$ cat config.mk
export PLATFORM = sky130hd
export DESIGN_NAME = vga_timing_monitor
export DESIGN_NICKNAME = d
export VERILOG_FILES = /design/src/rtl/vga_timing_monitor.sv
export SDC_FILE = /design/constraint.sdc
export NUM_CORES = 1
export LEC_CHECK = 0
export CORE_MARGIN = 5
export CORE_UTILIZATION = 54
export DETAILED_ROUTE_END_ITERATION = 16
export PLACE_DENSITY = 0.82
export SLEW_MARGIN = 25
export SYNTH_ARGS = -nofsm -noshare
export SYNTH_HDL_FRONTEND = slang
export SYNTH_SLANG_ARGS = --single-unit
$ cat constraint.sdc
create_clock -name pixel_clk -period 2.55 [get_ports pixel_clk]
set_input_delay 0.255 -clock pixel_clk [delete_from_list [all_inputs] [get_ports pixel_clk]]
set_output_delay 0.255 -clock pixel_clk [all_outputs]
set_load 0.1 [all_outputs]
$ cat src/rtl/vga_timing_monitor.sv
// Sink-side checker for a VGA HS/VS/data_en stream: recovers pixel coordinates,
// measures line/frame timing, and reports lock and any later timing deviation.
module vga_timing_monitor #(
  parameter int   H_ACTIVE = 640,
  parameter int   H_TOTAL  = 800,
  parameter int   V_ACTIVE = 480,
  parameter int   V_TOTAL  = 525,
  parameter logic HS_POL   = 1'b0,
  parameter logic VS_POL   = 1'b0,
  parameter int   CW       = 12
) (
  input  logic          pixel_clk,
  input  logic          rst,
  input  logic          VGA_HS,
  input  logic          VGA_VS,
  input  logic          data_en,
  output logic          pix_valid,
  output logic [CW-1:0] pix_x,
  output logic [CW-1:0] pix_y,
  output logic          line_start,
  output logic          frame_start,
  output logic [CW-1:0] meas_h_active,
  output logic [CW-1:0] meas_h_total,
  output logic [CW-1:0] meas_v_active,
  output logic [CW-1:0] meas_v_total,
  output logic          locked,
  output logic          timing_err
);

  typedef enum logic [1:0] {SEARCH, MEASURE, LOCKED} state_t;

  localparam logic [CW-1:0] CNT_MAX = '1;

  function automatic logic [CW-1:0] sat_inc(input logic [CW-1:0] v);
    return (v == CNT_MAX) ? v : v + 1'b1;
  endfunction

  state_t        state, state_nxt;
  logic          bad, bad_nxt, skip_h, skip_nxt;
  logic          hs_prev, vs_prev, de_prev, new_frame;
  logic          hs_edge, vs_edge, de_rise, de_fall;
  logic          h_bad, a_bad, v_bad, mismatch;
  logic [CW-1:0] h_cnt, de_cnt, v_cnt, va_cnt;
  logic [CW-1:0] h_total_nxt, v_total_nxt, v_active_nxt;

  always_comb begin
    hs_edge      = (hs_prev != HS_POL) && (VGA_HS == HS_POL);
    vs_edge      = (vs_prev != VS_POL) && (VGA_VS == VS_POL);
    de_rise      = data_en && !de_prev;
    de_fall      = !data_en && de_prev;
    h_total_nxt  = sat_inc(h_cnt);
    // A line ending on the same cycle as the frame still belongs to that frame
    v_total_nxt  = hs_edge ? sat_inc(v_cnt) : v_cnt;
    v_active_nxt = de_rise ? sat_inc(va_cnt) : va_cnt;
    h_bad        = hs_edge && !skip_h && (h_total_nxt != CW'(H_TOTAL));
    a_bad        = de_fall && (de_cnt != CW'(H_ACTIVE));
    v_bad        = vs_edge && ((v_total_nxt != CW'(V_TOTAL)) ||
                               (v_active_nxt != CW'(V_ACTIVE)));
    mismatch     = (state != SEARCH) && (h_bad || a_bad || v_bad);
  end

  always_comb begin
    state_nxt = state;
    bad_nxt   = bad;
    skip_nxt  = skip_h && !hs_edge;
    case (state)
      SEARCH: begin
        if (vs_edge) begin
          state_nxt = MEASURE;
          bad_nxt   = 1'b0;
          skip_nxt  = 1'b1;
        end
      end
      MEASURE: begin
        if (mismatch) bad_nxt = 1'b1;
        if (vs_edge) state_nxt = (bad || mismatch) ? SEARCH : LOCKED;
      end
      LOCKED: begin
        if (mismatch) state_nxt = SEARCH;
      end
      default: state_nxt = SEARCH;
    endcase
  end

  always_ff @(posedge pixel_clk) begin
    if (rst) begin
      state  <= SEARCH;
      bad    <= 1'b0;
      skip_h <= 1'b0;
    end else begin
      state  <= state_nxt;
      bad    <= bad_nxt;
      skip_h <= skip_nxt;
    end
  end

  always_ff @(posedge pixel_clk) begin
    if (rst) begin
      hs_prev       <= ~HS_POL;
      vs_prev       <= ~VS_POL;
      de_prev       <= 1'b0;
      new_frame     <= 1'b0;
      pix_valid     <= 1'b0;
      pix_x         <= '0;
      pix_y         <= '0;
      line_start    <= 1'b0;
      frame_start   <= 1'b0;
      h_cnt         <= '0;
      de_cnt        <= '0;
      v_cnt         <= '0;
      va_cnt        <= '0;
      meas_h_active <= '0;
      meas_h_total  <= '0;
      meas_v_active <= '0;
      meas_v_total  <= '0;
      locked        <= 1'b0;
      timing_err    <= 1'b0;
    end else begin
      hs_prev     <= VGA_HS;
      vs_prev     <= VGA_VS;
      de_prev     <= data_en;
      pix_valid   <= data_en;
      line_start  <= de_rise;
      frame_start <= de_rise && new_frame;
      if (data_en) pix_x <= de_prev ? sat_inc(pix_x) : '0;
      if (de_rise) pix_y <= new_frame ? '0 : sat_inc(pix_y);
      if (vs_edge)      new_frame <= 1'b1;
      else if (de_rise) new_frame <= 1'b0;

      // Line measurements
      if (hs_edge) begin
        meas_h_total <= h_total_nxt;
        h_cnt        <= '0;
      end else begin
        h_cnt <= h_total_nxt;
      end
      if (de_fall) begin
        meas_h_active <= de_cnt;
        de_cnt        <= '0;
      end else if (data_en) begin
        de_cnt <= sat_inc(de_cnt);
      end

      // Frame measurements
      if (vs_edge) begin
        meas_v_total  <= v_total_nxt;
        meas_v_active <= v_active_nxt;
        v_cnt         <= '0;
        va_cnt        <= '0;
      end else begin
        v_cnt  <= v_total_nxt;
        va_cnt <= v_active_nxt;
      end

      locked     <= (state_nxt == LOCKED);
      timing_err <= mismatch;
    end
  end

endmodule

Word level (Yosys, flattened, before mapping) --
Index checks and enable logic that the tools add are counted. Widths: inputs -> output; s select.
Storage, ports and cells: flip-flop bits (word level) 132, output and inout port bits 77
Operators by class: $add $sub $neg 6, eq/ne operators 17, multiplexer cells 21, bitwise operators 3, reduce and logical (&&, ||, !) cells 30
Operator list (count):
- $mux 12 | 9
- $add 12x1->12 const B | 6
- $eq 12x12->1 const B | 6
- $ne 12x10->1 const B | 3
- $ne 12x9->1 const B | 1
- $logic_and 1x1->1 | 11
- $mux 2 | 4
- $ne 2x2->1 const B | 4
- $mux 1 | 6
- $pmux 2 s3 | 1
- $reduce_and 2->1 | 3
- $reduce_bool 2->1 | 3
- $reduce_or 2->1 | 3
- $eq 2x2->1 const B | 2
- $logic_not 1->1 | 4
- $logic_or 1x1->1 | 4
- $not 1->1 | 3
- $reduce_and 3->1 | 1
- $eq 2x1->1 const B | 1
- $logic_not 2->1 | 1
- $pmux 1 s2 | 1

Longest topological paths before layout --
Gate-level depths: netlist (run 1).
depth after elaboration 13, gate-level depth with buffers 9

Worst setup path after synthesis (run 1) --
No wires, ideal clock.
kind flip-flop to flip-flop, from reg de_prev, to reg locked, data arrival time 2.649 ns, data required time 2.490 ns, slack -0.159 ns, cell stages (with the launch flop) 9, path buffers 1, cells stage by stage dfxtp_1 > buf_6 > and3b_1 > nand3_1 > mux2i_1 > nand4b_1 > or4_4 > o21ai_2 > and3_1
Between the ends: cells in the longest elaborated chain, start to end 13, elaborated cells between the ends (all ways) 17, those cells by class eq/ne (2); mux (5); reduce/logical (10)
Ends and longest elaborated chain:
- start, declared | RTL line 40 | logic hs_prev, vs_prev, de_prev, new_frame;
- start signal, assigned | RTL line 121 | de_prev <= data_en;
- $logic_not 1->1 | RTL line 49 | de_rise = data_en && !de_prev;
- $logic_and 1x1->1 | RTL line 49
- $mux 12 | RTL line 54 | v_active_nxt = de_rise ? sat_inc(va_cnt) : va_cnt;
- $ne 12x9->1 | RTL line 58 | (v_active_nxt != CW'(V_ACTIVE)));
- $logic_or 1x1->1 | RTL line 57 | v_bad = vs_edge && ((v_total_nxt != CW'(V_TOTAL)) ||
- $logic_and 1x1->1 | RTL line 57
- $logic_or 1x1->1 * | RTL line 59 | mismatch = (state != SEARCH) && (h_bad || a_bad || v_bad);
- $logic_and 1x1->1 * | RTL line 59
- $logic_or 1x1->1 | RTL line 76 | if (vs_edge) state_nxt = (bad || mismatch) ? SEARCH : LOCKED;
- $mux 2 (2 in series) | RTL line 76
- $pmux 2 s3 * | RTL line 66 | case (state)
- $eq 2x2->1 * | RTL line 155 | locked <= (state_nxt == LOCKED);
- end signal, assigned | RTL line 155
- end, declared | RTL line 26 | output logic locked,
Mark *: on every way between the ends. The rest lies on a longest branch, timed or not. A chain may end at the register's enable or synchronous reset.

Worst setup path in the final report (run 1) --
from reg va_cnt[5], to reg state[1]
Between the ends: cells in the longest elaborated chain, start to end 12, elaborated cells between the ends (all ways) 14, those cells by class add/sub (1); eq/ne (2); mux (6); reduce/logical (5)
Ends and longest elaborated chain:
- start, declared | RTL line 43 | logic [CW-1:0] h_cnt, de_cnt, v_cnt, va_cnt;
- start signal, assigned | RTL line 152 | va_cnt <= v_active_nxt;
- $add 12x1->12 or $eq 12x12->1 (tied branches) | RTL line 35 | return (v == CNT_MAX) ? v : v + 1'b1;
- $mux 12 | RTL line 35
- $mux 12 * | RTL line 54
- $ne 12x9->1 * | RTL line 58
- $logic_or 1x1->1 * | RTL line 57
- $logic_and 1x1->1 * | RTL line 57
- $logic_or 1x1->1 * | RTL line 59
- $logic_and 1x1->1 * | RTL line 59
- $logic_or 1x1->1 | RTL line 76
- $mux 2 (2 in series) | RTL line 76
- $pmux 2 s3 * | RTL line 66
- end signal, assigned | RTL line 91 | state <= state_nxt;
- end, declared | RTL line 38 | state_t state, state_nxt;
Marked as above.

==> out/results.txt, run 1 <==
status = completed
first-pass GRT wire length = 24,000 um
Initial DRT Pass Iterations = 5
post-synthesis register bit count = 132
Final Hold Viols = 0
unrepaired setup endpoints after global routing = no
Syn Area/Cell = 8.48 um^2
clock transition at the registers of the reported paths = 0.06 ns
Overall Power = 5170 uW
flop2flop setup slack = 0.10 ns
Crit Path Max Fanout = 6
port bufs = 81
routed vias/inst = 5.58
Cell Rows = 37
Pwr Density = 712 nW/um^2
vias in the first global route = 5,056
Leak = 0.00283 uW
crit path launch type = register
total gr overflow = 0
Overall Global Routing Usage = 22.9%
Clock Skew = 0.00615 ns
Netlist cell types = 60
fin nets = 785
die extent in x = 112 um
Worst EP arrival = 2.91 ns
yosys warns = 0
Final HPWL DP = 9830 um
R2R depth = 7
VDD IR max = 0.382 mV
hold path endpoint = vs_prev$_SDFF_PP1_
Hold-fix buffers, CTS = 0
Non-Filler Instances = 922
endpoints failing setup = 0
Relative slew margins = 44.3%
clk_lat worst skew = 0.52 ns
max-cap violations = 0
sequential-to-total area share from yosys stat = 46.7%
hold depth = 3
Hold Crit Start = VGA_VS
Longest Clk Path Bufs = 2
Routed WL = 14,400 um
fmax = 409 MHz
layout cells sized above 1 = 20.6%
critical path cell sequence = nand3_1 > nor4_1 > mux2i_1 > nand4b_1 > or4_4 > o21ai_2 > and3_1
initial antenna violation count = 0
Async S/R FF share, synth = 0%
Post-Place Setup Slack = -0.0750 ns
Post-synth EDFFs = 0
Starting Density = 55.0%
reg-to-reg endpoint = state[1]$_SDFF_PP0_
die area = 12,600 um^2
worst hold slack = 0.387 ns
Post-Syn Nets = 679
Max Transition Viols Final = 0
Placed Cells incl. Taps = 889
Antenna diodes = 0
Num CTS Buffers = 17
die height = 112 um
slowest stage cell, crit path = or4_4
final instance area = 7260 um^2
clk sinks = 132
GP Congestion = 0.911
Req. time, crit path = 3.01 ns
crit path kind = register to register
DR vias = 5,142
clock root cell = clkbuf_8
crit end category = register
core area = 10,300 um^2
min cycle time layout = 2.45 ns
Synth Cell Area = 5660 um^2
Least-Margin Pin Slew = 0.832 ns
CP peak stage delay = 0.52 ns
Syn Inst Count = 667
Final period util = 95.9%
post-route DRC violation count = 0
# fillers = 820
Syn-to-layout area delta = 28.3%
top_reg_cell synth = dfxtp_1
TritonCTS clock tree = built
reg2reg start = va_cnt[5]$_SDFF_PP0_
Starting DRT DRC Count = 328
routed length per placed instance = 15.7 um
largest net degree at the start of global routing = 24
IO Pins = 82
area post-placement = 6560 um^2
type of the most critical hold path = input port to register
ANT nets after route = 0
Final WS setup = 0.104 ns
H-tree Lvls = 4
cell usage after synthesis, types with 2 or more instances:
library cell,number,share of area [%]
a211oi_1,2,0.27
a21o_1,7,0.93
a21oi_1,34,3.0
a22o_1,3,0.46
a31o_2,2,0.31
a41oi_1,2,0.31
and2_1,3,0.33
and3_1,9,1.0
and4_1,6,0.93
and4b_1,2,0.35
buf_4,2,0.27
clkbuf_1,19,1.3
dfxtp_1,132,47
ha_1,7,1.5
inv_1,15,1.0
mux2i_1,20,3.5
nand2_1,95,6.3
nand2b_1,11,1.2
nand3_1,20,1.8
nand3b_1,4,0.53
nand4_1,26,2.9
nand4b_1,4,0.62
nor2_1,92,6.1
nor2b_1,5,0.55
nor3_1,15,1.3
nor4_1,6,0.66
o21ai_0,45,4.0
o31ai_1,3,0.40
or2_2,4,0.44
or3_1,5,0.55
xnor2_1,18,2.8
xor2_1,21,3.3
cell type report:
| class | count | area (um^2) | share of cell area (%) |
|---|---|---|---|
| clock inverters | 12 | 224 | 3.09 |
| inverters | 15 | 56.3 | 0.776 |
| clock buffers | 20 | 445 | 6.14 |
| multi-input cells | 496 | 2870 | 39.5 |
| flip-flops and latches | 132 | 2650 | 36.5 |
| well taps | 136 | 170 | 2.34 |
| repair buffers | 111 | 843 | 11.6 |
per-stage QoR:
step | TNS (ns) | utilization [%]
floorplan | 0 | -
global placement | -0.0403 | 63.9
detailed placement | -0.284 | 63.9
CTS | 0 | 70.4
global route | 0 | 70.6
finish | 0 | 70.6
critical path, delay by kind of cell, from the launching register on:
family	cells	cell delay (ns)
and+or+nand+nor	5	1.49
AOI/OAI and AO/OA	1	0.19
DFF	1	0.42
muxes	1	0.29
registers in the layout (all words and copies together) (netlist names), 2 cells and up:
name and flops:
state 2, meas_h_total 12, pix_y 12, pix_x 12, meas_v_total 12, va_cnt 12
meas_v_active 12, v_cnt 12, de_cnt 12, meas_h_active 12, h_cnt 12
cell families after synthesis:
| kind of cell | after synthesis | share of synthesized area [%] |
|---|---|---|
| DFF | 132 | 46.7 |
| AOI/OAI and AO/OA | 113 | 11.9 |
| and+or+nand+nor | 316 | 27.1 |
| muxes | 21 | 3.78 |
| xor gates and xnor gates | 39 | 6.04 |
| buffers and inverters | 39 | 2.88 |
| adders and majority gates | 7 | 1.55 |
per-layer routing:
layer	GRT usage, %	routed length (um)	part of all wire, %	up-vias
met5	0	0	0	-
met1	28.4	6110	42	2386
met3	4.80	827	5.7	29
met2	38.9	7200	50	183
li1	-	-	-	2544
met4	9.13	297	2.1	0
worst max-delay path by stage:
| stage | startpoint | end | slack [ns] |
|---|---|---|---|
| after floorplan | pix_y[5]$_SDFFE_PP0P_ | pix_y[9]$_SDFFE_PP0P_ | 0.0006 |
| after global placement | data_en | bad$_SDFFE_PP0P_ | -0.02 |
| after detailed placement | data_en | timing_err$_SDFF_PP0_ | -0.08 |
| after CTS | v_cnt[0]$_SDFF_PP0_ | state[1]$_SDFF_PP0_ | 0.08 |
| after global routing | va_cnt[5]$_SDFF_PP0_ | timing_err$_SDFF_PP0_ | 0.003 |
| final | va_cnt[5]$_SDFF_PP0_ | state[1]$_SDFF_PP0_ | 0.10 |
report_power, final:
group / internal, uW / switching (uW)
logic: 81.0 / 216
registers: 2090 / 30.6
clock network: 1840 / 906
total: 4020 / 1150
repair_timing:
action                                  in CTS  in global routing
endpoints found under the setup margin       0                  4
buffers inserted                             0                  1
gates resized for setup                      0                  6
placed cells by master, fill, tap and decap left out, types with 3 or more instances in the layout:
| cell | n |
|---|---|
| or2_2 | 4 |
| o31ai_1 | 3 |
| bufinv_16 | 6 |
| xnor2_1 | 18 |
| or3_1 | 5 |
| ha_1 | 6 |
| inv_1 | 15 |
| nand4_1 | 26 |
| and4_1 | 6 |
| and2_1 | 3 |
| nand2b_1 | 11 |
| nand4b_1 | 4 |
| nor3_1 | 14 |
| dfxtp_2 | 6 |
| clkdlybuf4s50_1 | 4 |
| clkbuf_8 | 3 |
| nor4_1 | 5 |
| buf_4 | 107 |
| nand3b_1 | 4 |
| a21o_1 | 7 |
| and3_1 | 9 |
| a21oi_1 | 34 |
| nor2_1 | 92 |
| clkbuf_16 | 16 |
| nand2_1 | 95 |
| xor2_1 | 21 |
| nor2b_1 | 5 |
| a22o_1 | 3 |
| mux2i_1 | 20 |
| dfxtp_1 | 126 |
| o21ai_0 | 45 |
| nand3_1 | 20 |
Power figures use the tool's default switching activity.
==> run 2, diff against run 1 <==
CTS_CLUSTER_DIAMETER = 150   (was not set)
MAX_ROUTING_LAYER = met4   (was not set)
==> run 2 against run 1 <==
  * Wire length decreased by 1.0%
  * Core utilization decreased by 0.34 points
  * Clock power decreased by 9.1%
  * Design area decreased by 0.48%
  * Largest cell class unchanged
==> out/results.txt, run 2 (same netlist as run 1, synthesis figures left out) <==
commonest non-fill, non-tap cell in the layout = dfxtp_1
DR vias = 5,235 (+1.8%)
Syn-to-layout area delta = 27.7%
clock root cell = clkbuf_8
fmax = 405 MHz (-0.85%)
TritonCTS clock tree = built
Max Transition Viols Final = 0 (unchanged)
Cell Rows = 37 (unchanged)
Longest Clk Path Bufs = 2 (unchanged)
die extent in x = 112 um (unchanged)
GP Congestion = 0.936 (+2.7%)
status = completed
crit path launch type = register
post-route DRC violation count = 0 (unchanged)
Routed WL = 14,300 um (-1.0%)
Overall Global Routing Usage = 23.2% (+0.30 points)
die height = 112 um (unchanged)
port bufs = 81 (unchanged)
Final Hold Viols = 0 (unchanged)
VDD IR max = 0.363 mV (-5.0%)
crit path kind = register to register
Starting Density = 55.0% (unchanged)
Worst EP arrival = 2.92 ns (about the same)
first-pass GRT wire length = 23,800 um (-0.92%)
Antenna diodes = 0 (unchanged)
clock transition at the registers of the reported paths = 0.06 ns (about the same)
H-tree Lvls = 4 (unchanged)
area post-placement = 6580 um^2 (+0.23%)
ANT nets after route = 0 (unchanged)
Clock Skew = 0.00505 ns (-0.00110 ns)
Num CTS Buffers = 17 (unchanged)
clk_lat worst skew = 0.51 ns (about the same)
Relative slew margins = 44.1% (-0.21 points)
most frequent cells in the layout = 126 x dfxtp_1, 110 x buf_4, 95 x nand2_1, 92 x nor2_1, 45 x o21ai_0
largest net degree at the start of global routing = 24 (unchanged)
Initial DRT Pass Iterations = 6 (+1)
layout cells sized above 1 = 20.9% (+0.30 points)
crit end category = register
Req. time, crit path = 3.01 ns (about the same)
IO Pins = 82 (unchanged)
Final HPWL DP = 10,000 um (+2.2%)
core area = 10,300 um^2 (unchanged)
final instance area = 7220 um^2 (-0.48%)
Leak = 0.00280 uW (-0.90%)
Finished Core Util = 70.3% (-0.34 points)
type of the most critical hold path = input port to register
Least-Margin Pin Slew = 0.835 ns (+0.00313 ns)
routed vias/inst = 5.66 (+1.5%)
Final period util = 96.7% (+0.82 points)
min cycle time layout = 2.47 ns (+0.0210 ns)
vias in the first global route = 5,006 (-0.99%)
endpoints failing setup = 0 (unchanged)
clk sinks = 132 (unchanged)
# fillers = 846 (+3.2%)
Pwr Density = 681 nW/um^2 (-4.4%)
routed length per placed instance = 15.4 um (-1.4%)
die area = 12,600 um^2 (unchanged)
Starting DRT DRC Count = 287 (-13%)
total gr overflow = 0 (unchanged)
max-cap violations = 0 (unchanged)
fin nets = 788 (+0.38%)
Crit Path Max Fanout = 6 (unchanged)
initial antenna violation count = 0 (unchanged)
## run 2: cell types whose count changed in the layout (fill, tap and decap cells not counted), sizes merged
cell	before	now
bufinv	6	4
inv	17	16
buf	107	110
clkinvlp	1	4
clkbuf	20	19
clkinv	3	4
## run 2: power breakdown
group | switching, uW | internal (uW)
logic | 215 | 82.3
registers | 28.3 | 2090
clock network | 911 | 1590
## run 2: path summary, 6_finish.rpt
path                                              startpoint                            to  slack, ns  cells after the start
worst min register to register  meas_h_total[7]$_SDFFE_PP0N_  meas_h_total[7]$_SDFFE_PP0N_       0.45                      2
worst min-delay path                                  VGA_VS            vs_prev$_SDFF_PP1_       0.42                      3
worst max-delay path                    va_cnt[5]$_SDFF_PP0_             locked$_SDFF_PP0_       0.08                      7
worst max register to register          va_cnt[5]$_SDFF_PP0_             locked$_SDFF_PP0_       0.08                      7
## run 2: per-layer routing
metal	vias to the layer above	wire length (um)	track usage [%]	share of wire (%)
li1	2544	-	-	-
met1	2512	6340	27.9	44
met2	155	7040	39.0	49
met3	24	661	4.80	4.6
met4	0	244	7.53	1.7
met5	-	0	-	0
## run 2: metrics by stage
step	TNS [ns]	setup WS, ns	hold WS (ns)	power, uW	cells
detailed placement	-0.193	-0.0607	0.445	2460	891
CTS	0	0.0664	0.408	4940	923
global placement	-0.0287	-0.0130	0.436	2450	891
floorplan	0	0.000563	0.347	2380	667
global route	-0.0519	-0.0349	0.457	5080	925
finish	0	0.0834	0.415	4920	925
## run 2: area by class of cell
cell class | count | area (um^2) | share of cell area (%)
multi-input combinational | 496 | 2880 | 39.8
sequential | 132 | 2650 | 36.7
timing repair buffer | 114 | 866 | 12.0
clock buffer | 19 | 422 | 5.84
clock inverter | 13 | 183 | 2.53
tap | 136 | 170 | 2.36
inverter | 15 | 56.3 | 0.780
## run 2: critical path: stages (launching register included)
cell and delay, ns:
dfxtp_1 0.43, nand3_1 0.28, nor4_2 0.43, mux2i_1 0.27, nand4b_1 0.14, or4_4 0.51
o21ai_2 0.18, and3_1 0.17
## run 2: repair_timing
action,4_1_cts,5_1_grt
endpoints found under the setup margin,0,4
resized for setup,0,7
hold buffers,0,0
buffers inserted,0,2
